[src/rtl/vga_console_writer_pkg.sv]
// Shared constants, control codes and FSM encoding for the console writer and text controller.
package vga_console_writer_pkg;

    localparam int CHARS_X = 80;
    localparam int CHARS_Y = 60;
    localparam int ADDR_W  = 13;
    localparam int CELLS   = CHARS_X * CHARS_Y;

    localparam logic [7:0] FILL_CHAR = 8'h20;
    localparam logic [7:0] CH_LF     = 8'h0A;
    localparam logic [7:0] CH_CR     = 8'h0D;
    localparam logic [7:0] CH_BS     = 8'h08;
    localparam logic [7:0] CH_FF     = 8'h0C;

    localparam logic [6:0] LAST_X = 7'(CHARS_X - 1);
    localparam logic [5:0] LAST_Y = 6'(CHARS_Y - 1);

    typedef enum logic [1:0] {
        ST_IDLE    = 2'd0,
        ST_CLR_ROW = 2'd1,
        ST_CLR_ALL = 2'd2
    } state_t;

    function automatic logic is_printable(input logic [7:0] b);
        return (b >= 8'h20) && (b <= 8'h7E);
    endfunction

endpackage

[src/rtl/vga_console_writer_if.sv]
// CPU byte stream in, text RAM write port and cursor status out.
interface vga_console_writer_if;
    import vga_console_writer_pkg::*;

    logic              char_valid;
    logic [7:0]        char_in;
    logic              char_ready;
    logic              busy;
    logic              ram_we;
    logic [ADDR_W-1:0] ram_addr;
    logic [7:0]        ram_data;
    logic [6:0]        cursor_x;
    logic [5:0]        cursor_y;

    modport master (
        output char_valid, char_in,
        input  char_ready, busy, ram_we, ram_addr, ram_data, cursor_x, cursor_y
    );

    modport slave (
        input  char_valid, char_in,
        output char_ready, busy, ram_we, ram_addr, ram_data, cursor_x, cursor_y
    );

endinterface

[src/rtl/vga_console_writer_cursor.sv]
// Cursor x/y counters with a running row base address so no multiplier is needed.
// Latency: controls take effect on the next proc_clk edge.
// Backpressure: none; the caller asserts at most one control per cycle.
module vga_console_writer_cursor
    import vga_console_writer_pkg::*;
(
    input  logic              proc_clk,
    input  logic              rst,
    input  logic              inc,
    input  logic              adv,
    input  logic              cr,
    input  logic              bs,
    input  logic              home,
    output logic [6:0]        cursor_x,
    output logic [5:0]        cursor_y,
    output logic [ADDR_W-1:0] row_base,
    output logic [ADDR_W-1:0] next_row_base
);

    logic wrap_x;
    logic line_adv;

    assign wrap_x        = inc && (cursor_x == LAST_X);
    assign line_adv      = adv || wrap_x;
    assign next_row_base = (cursor_y == LAST_Y) ? '0 : row_base + ADDR_W'(CHARS_X);

    always_ff @(posedge proc_clk or posedge rst) begin
        if (rst) begin
            cursor_x <= '0;
            cursor_y <= '0;
            row_base <= '0;
        end else if (home) begin
            cursor_x <= '0;
            cursor_y <= '0;
            row_base <= '0;
        end else begin
            if (inc)
                cursor_x <= wrap_x ? '0 : cursor_x + 7'd1;
            else if (cr)
                cursor_x <= '0;
            else if (bs && (cursor_x != '0))
                cursor_x <= cursor_x - 7'd1;

            if (line_adv) begin
                cursor_y <= (cursor_y == LAST_Y) ? '0 : cursor_y + 6'd1;
                row_base <= next_row_base;
            end
        end
    end

endmodule

[src/rtl/vga_console_writer.sv]
// Terminal front end: turns a CPU byte stream into text RAM writes and tracks the cursor.
// Latency: a byte's write appears one cycle after acceptance; row/screen clears run one cell per cycle.
// Backpressure: char_ready is low for the whole of any clear sequence; offered bytes wait.
module vga_console_writer
    import vga_console_writer_pkg::*;
(
    input  logic                 proc_clk,
    input  logic                 rst,
    vga_console_writer_if.slave  bus
);

    state_t            state, nxt_state;
    logic [ADDR_W-1:0] clr_cnt, nxt_cnt;
    logic              wr_en;
    logic [ADDR_W-1:0] wr_addr;
    logic [7:0]        wr_data;
    logic              cur_inc, cur_adv, cur_cr, cur_bs, cur_home;
    logic [6:0]        cursor_x;
    logic [5:0]        cursor_y;
    logic [ADDR_W-1:0] row_base, next_row_base, cur_addr;

    vga_console_writer_cursor u_cursor (
        .proc_clk      (proc_clk),
        .rst           (rst),
        .inc           (cur_inc),
        .adv           (cur_adv),
        .cr            (cur_cr),
        .bs            (cur_bs),
        .home          (cur_home),
        .cursor_x      (cursor_x),
        .cursor_y      (cursor_y),
        .row_base      (row_base),
        .next_row_base (next_row_base)
    );

    assign cur_addr     = row_base + ADDR_W'(cursor_x);
    assign bus.cursor_x = cursor_x;
    assign bus.cursor_y = cursor_y;

    always_ff @(posedge proc_clk or posedge rst) begin
        if (rst) begin
            state   <= ST_CLR_ALL;
            clr_cnt <= '0;
        end else begin
            state   <= nxt_state;
            clr_cnt <= nxt_cnt;
        end
    end

    always_comb begin
        nxt_state = state;
        nxt_cnt   = clr_cnt;
        wr_en     = 1'b0;
        wr_addr   = clr_cnt;
        wr_data   = FILL_CHAR;
        cur_inc   = 1'b0;
        cur_adv   = 1'b0;
        cur_cr    = 1'b0;
        cur_bs    = 1'b0;
        cur_home  = 1'b0;
        case (state)
            ST_IDLE: begin
                if (bus.char_valid) begin
                    if (is_printable(bus.char_in)) begin
                        wr_en   = 1'b1;
                        wr_addr = cur_addr;
                        wr_data = bus.char_in;
                        cur_inc = 1'b1;
                        if (cursor_x == LAST_X) begin
                            nxt_state = ST_CLR_ROW;
                            nxt_cnt   = '0;
                        end
                    end else begin
                        case (bus.char_in)
                            // LF has no character write, so the first clear cell goes out now.
                            CH_LF: begin
                                cur_adv   = 1'b1;
                                wr_en     = 1'b1;
                                wr_addr   = next_row_base;
                                nxt_state = ST_CLR_ROW;
                                nxt_cnt   = ADDR_W'(1);
                            end
                            CH_CR: cur_cr = 1'b1;
                            CH_BS: begin
                                if (cursor_x != '0) begin
                                    cur_bs  = 1'b1;
                                    wr_en   = 1'b1;
                                    wr_addr = cur_addr - ADDR_W'(1);
                                end
                            end
                            CH_FF: begin
                                cur_home  = 1'b1;
                                nxt_state = ST_CLR_ALL;
                                nxt_cnt   = '0;
                            end
                            default: ;
                        endcase
                    end
                end
            end
            ST_CLR_ROW: begin
                if (clr_cnt == ADDR_W'(CHARS_X)) begin
                    nxt_state = ST_IDLE;
                end else begin
                    wr_en   = 1'b1;
                    wr_addr = row_base + clr_cnt;
                    nxt_cnt = clr_cnt + ADDR_W'(1);
                end
            end
            ST_CLR_ALL: begin
                if (clr_cnt == ADDR_W'(CELLS)) begin
                    nxt_state = ST_IDLE;
                end else begin
                    wr_en   = 1'b1;
                    wr_addr = clr_cnt;
                    nxt_cnt = clr_cnt + ADDR_W'(1);
                end
            end
            default: begin
                nxt_state = ST_CLR_ALL;
                nxt_cnt   = '0;
            end
        endcase
    end

    always_comb begin
        bus.char_ready = (state == ST_IDLE);
        bus.busy       = (state != ST_IDLE);
    end

    always_ff @(posedge proc_clk or posedge rst) begin
        if (rst) begin
            bus.ram_we   <= 1'b0;
            bus.ram_addr <= '0;
            bus.ram_data <= '0;
        end else begin
            bus.ram_we <= wr_en;
            if (wr_en) begin
                bus.ram_addr <= wr_addr;
                bus.ram_data <= wr_data;
            end
        end
    end

endmodule

[src/flat_wrapper.sv]
// flat-port wrapper written by rule: the top's interface ports become plain ports
module vga_console_writer_flat import vga_console_writer_pkg::*;
  (proc_clk, rst, bus_char_valid, bus_char_in, bus_char_ready, bus_busy, bus_ram_we, bus_ram_addr, bus_ram_data, bus_cursor_x, bus_cursor_y);
  vga_console_writer_if bus_i ();
  input  logic proc_clk;
  input  logic rst;
  input wire logic [$bits(bus_i.char_valid)-1:0] bus_char_valid;
  input wire logic [$bits(bus_i.char_in)-1:0] bus_char_in;
  output wire logic [$bits(bus_i.char_ready)-1:0] bus_char_ready;
  output wire logic [$bits(bus_i.busy)-1:0] bus_busy;
  output wire logic [$bits(bus_i.ram_we)-1:0] bus_ram_we;
  output wire logic [$bits(bus_i.ram_addr)-1:0] bus_ram_addr;
  output wire logic [$bits(bus_i.ram_data)-1:0] bus_ram_data;
  output wire logic [$bits(bus_i.cursor_x)-1:0] bus_cursor_x;
  output wire logic [$bits(bus_i.cursor_y)-1:0] bus_cursor_y;
  assign bus_i.char_valid = bus_char_valid;
  assign bus_i.char_in = bus_char_in;
  assign bus_char_ready = bus_i.char_ready;
  assign bus_busy = bus_i.busy;
  assign bus_ram_we = bus_i.ram_we;
  assign bus_ram_addr = bus_i.ram_addr;
  assign bus_ram_data = bus_i.ram_data;
  assign bus_cursor_x = bus_i.cursor_x;
  assign bus_cursor_y = bus_i.cursor_y;
  vga_console_writer u_core (.proc_clk(proc_clk), .rst(rst), .bus(bus_i));
endmodule
[config.mk]
export PLATFORM = sky130hd
export DESIGN_NAME = vga_console_writer_flat
export DESIGN_NICKNAME = d
export VERILOG_FILES = /design/src/rtl/vga_console_writer_pkg.sv /design/src/rtl/vga_console_writer_if.sv /design/src/rtl/vga_console_writer_cursor.sv /design/src/rtl/vga_console_writer.sv /design/src/flat_wrapper.sv
export SDC_FILE = /design/constraint.sdc
export NUM_CORES = 1
export LEC_CHECK = 0
export ABC_AREA = 1
export CAP_MARGIN = 20
export CORE_ASPECT_RATIO = 1.4
export CORE_MARGIN = 10
export CORE_UTILIZATION = 41
export DETAILED_ROUTE_END_ITERATION = 12
export GPL_TIMING_DRIVEN = 0
export HOLD_SLACK_MARGIN = 0.08
export PLACE_DENSITY_LB_ADDON = 0.05
export SETUP_SLACK_MARGIN = 0.15
export SKIP_LAST_GASP = 1
export SLEW_MARGIN = 0
export SYNTH_ARGS = -nofsm -noshare
export SYNTH_HDL_FRONTEND = slang
export SYNTH_SLANG_ARGS = --single-unit
[constraint.sdc]
create_clock -name proc_clk -period 5.3 [get_ports proc_clk]
set_clock_uncertainty 0.05 [all_clocks]
set_input_delay 1.06 -clock proc_clk [delete_from_list [all_inputs] [get_ports proc_clk]]
set_output_delay 1.06 -clock proc_clk [all_outputs]
set_load 0.005 [all_outputs]
==> results.md <==
- Slew Viols, Final: 0
- Total CTS buffers: 9
- Rows: 50
- Filler cells: 1396
- DP Worst Slack: 1.704 ns
- Post-CTS Repair Setup Buffers: 0
- CP Launch Type: flip-flop
- Power per Cell Area: 180.3 nW/um^2
- Wire length per cell: 16.95 um
- Post-synth ARST share: 1.000
- Setup crit end kind: output port
- IR drop worst, VDD: 122.7 uV
- Antenna violations before repair: 0
- Register Area: 1578 sq um
- Ant diodes: 0
- CTS tree: yes
- Crit path arrival time: 2.12 ns
- Mapped cell area: 5540 sq um
- Die area: 18630 sq um
- Sink Count: 63
- Vias: 5672
- Yosys reg bits: 63
- Max stage delay on crit path: 0.57 ns
- DRC: 0
- Slew @ Worst Pin: 0.8182 ns
- Critical Path, Cell by Cell: inv_1 -> ha_1 -> buf_2 -> inv_1 -> clkdlybuf4s50_1
- WP buf/inv: 4
- Max cap viols: 0
- Routability Congestion: 0.9275
- Syn Area/Cell: 6.748 sq um
- Antenna-violating nets left: 0
- WS Path Type: reg -> out
- Fin crit share: 0.6093
- Post-CTS sizing: 0
- Hold-fix buffers, CTS: 0
- First-pass GRT wire length: 29760 um
- Crit-path max FO: 8
- Vias in the first global route: 5643
- Vias/cell: 5.326
- CTS Root Cell: clkbuf_16
- Fin crit period: 3.229 ns
- Die Span X: 118.2 um
- IO Count: 48
- Worst-path clk slew: 0.06 ns
- Setup TNS: 0 ns
- Synth cell types: 55
- 1st-iter DRT viols: 476
- Final nets: 921
- Clock Latency Late Sink: 0.34 ns
- Post-Syn Instances: 821
- HPWL Detailed: 14410 um
- Post-synthesis sequential area ratio: 0.2848
- Gr usage total: 0.1985
- Main synth FF type: dfrtp_1
- Area growth syn-to-layout: 18.27%
- Leakage power: 3.305 nW
- Buffers added on ports: 46
- Die Height: 157.5 um
- Grt total ovfl: 0
- Slack of the critical path: 2.071 ns
- Initial Util: 0.4158
- Pwr Total: 1.182 mW
- Multi-input gate area: 3363 sq um
- F_max: 309.7 MHz
- Yosys warning count: 0
- Ratio of cells with drive above 1 in the final layout: 0.09173
- Crit path max-delay cell type: clkdlybuf4s50_1
- RSZ-0062 raised after global routing: false
- WL final: 18060 um
- Critical path's top delay family: buffers and inverters
- H-tree depth: 3
- Hold Crit Class: reg -> reg
- Largest net degree at the start of global routing: 64
- Deepest clock path buffer count: 2
- Number of flops mapped to enable cells by yosys: 0
- Status: completed
- Pre-antenna DRT Iters: 5
- Final setup fails: 0
- Cell mode on critical path: inv_1
- Critical Path RT: 4.19 ns
- Mapped Nets: 864
- Max-slew headroom: 0.4545
- Endpoints failing hold: 0
- Core ar.: 13330 sq um
state kept, by name, summed over array words and instances (netlist names):
signal                    count
u_core.bus.ram_we             1
u_core.u_cursor.cursor_x      7
u_core.u_cursor.row_base     13
u_core.bus.ram_data           8
u_core.u_cursor.cursor_y      6
u_core.bus.ram_addr          13
u_core.state                  2
u_core.clr_cnt               13
area by class of cell:
cell class                      instances  area share
Tap cell                              182     0.03475
Clock inverter                          7     0.01470
Buffer                                 10    0.009357
Inverter                              142     0.08249
Timing Repair Buffer                   46     0.07027
Clock buffer                            9     0.03437
Multi-Input combinational cell        606      0.5133
Sequential cell                        63      0.2408
worst reg2reg max path: stages (launching register included):
cell,delay (ns)
dfrtp_1,0.44
ha_1,0.27
fa_1,0.47
inv_1,0.09
ha_1,0.17
inv_1,0.04
nor2_1,0.21
nand3_1,0.15
nor2_1,0.13
nand2_1,0.12
nor2_2,0.14
nand4_1,0.09
nand3_1,0.10
nand2_1,0.09
nand2_1,0.11
nand3b_1,0.10
nand2_1,0.11
nand2_1,0.06
through the flow:
| stage | std cells | hold WS [ns] | cell area (sq um) | util |
|---|---|---|---|---|
| after floorplan | 821 | 0.4154 | 5540 | - |
| after global placement | 1049 | 0.4107 | 6228 | 0.4674 |
| after detailed placement | 1049 | 0.4186 | 6231 | 0.4676 |
| after CTS | 1065 | 0.4358 | 6553 | 0.4917 |
| after global routing | 1065 | 0.4570 | 6553 | 0.4917 |
| final | 1065 | 0.4310 | 6553 | 0.4917 |
Yosys cell counts (3+ instances only):
cell / instances / area (sq um)
a21oi_1: 52 / 260.3
a221oi_1: 8 / 70.07
a22oi_1: 4 / 30.03
a31oi_1: 5 / 31.28
buf_2: 3 / 15.01
buf_4: 3 / 22.52
dfrtp_1: 62 / 1551
ha_1: 30 / 375.4
inv_1: 128 / 480.5
inv_2: 12 / 45.04
nand2_1: 183 / 686.9
nand2_2: 9 / 56.30
nand3_1: 70 / 350.3
nand4_1: 11 / 68.82
nor2_1: 67 / 251.5
nor2_2: 4 / 25.02
nor2_4: 4 / 45.04
nor3_1: 13 / 65.06
nor3_2: 4 / 40.04
o2111ai_1: 5 / 43.79
o211ai_1: 6 / 45.04
o21ai_0: 57 / 285.3
o21ai_1: 5 / 25.02
o22ai_1: 10 / 62.56
or2_2: 9 / 56.30
xnor2_1: 4 / 35.03
xor2_1: 14 / 122.6
cell usage in the layout (no fill, tap or decap), drive strengths merged, types with 3 or more instances in the layout:
cell type and n:
a21oi 53, a221oi 8, a22oi 4, a31oi 5
buf 7, clkbuf 12, clkdlybuf4s50 46, clkinvlp 3
dfrtp 62, ha 30, inv 143, nand2 194
nand3 73, nand4 11, nor2 76, nor3 17
nor4 3, o2111ai 5, o211ai 7, o21ai 63
o22ai 10, or2 11, xnor2 4, xor2 14
power by group:
part / internal (mW) / switching [mW]
sequential: 0.481 / 0
clock: 0.413 / 0.245
combinational: 0.0123 / 0.0303
total: 0.906 / 0.276
worst paths after layout:
kind	startpoint	to	slack (ns)	cells after the start
max in group asynchronous	rst	u_core.bus.ram_addr[8]$_DFFE_PP0P_	3.47	2
min in group asynchronous	rst	u_core.u_cursor.cursor_x[0]$_DFFE_PP0P_	1.19	2
worst min register to register	u_core.bus.ram_addr[11]$_DFFE_PP0P_	u_core.bus.ram_addr[11]$_DFFE_PP0P_	0.43	2
worst max-delay path	u_core.state[1]$_DFFE_PP1P_	bus_busy	2.07	5
worst min-delay path	u_core.bus.ram_addr[11]$_DFFE_PP0P_	u_core.bus.ram_addr[11]$_DFFE_PP0P_	0.43	2
worst max register to register	u_core.u_cursor.cursor_x[0]$_DFFE_PP0P_	u_core.bus.ram_addr[12]$_DFFE_PP0P_	2.24	17
metal layers:
| metal | global-route usage | routed length [um] | up-vias |
|---|---|---|---|
| met5 | 0 | 0 | - |
| met4 | 0.07792 | 533 | 0 |
| met3 | 0.03478 | 710 | 40 |
| met2 | 0.3527 | 9209 | 119 |
| met1 | 0.2317 | 7601 | 2679 |
| li1 | - | - | 2834 |
logic make-up after synthesis:
| family | Yosys count | synth area share |
|---|---|---|
| buffers and inverters | 152 | 0.1082 |
| adders and majority gates | 32 | 0.07498 |
| xor gates and xnor gates | 18 | 0.02846 |
| and+or+nand+nor | 388 | 0.3248 |
| DFF | 63 | 0.2848 |
| AOI/OAI and AO/OA | 168 | 0.1789 |
No activity file was read; power rests on OpenSTA's default activity.
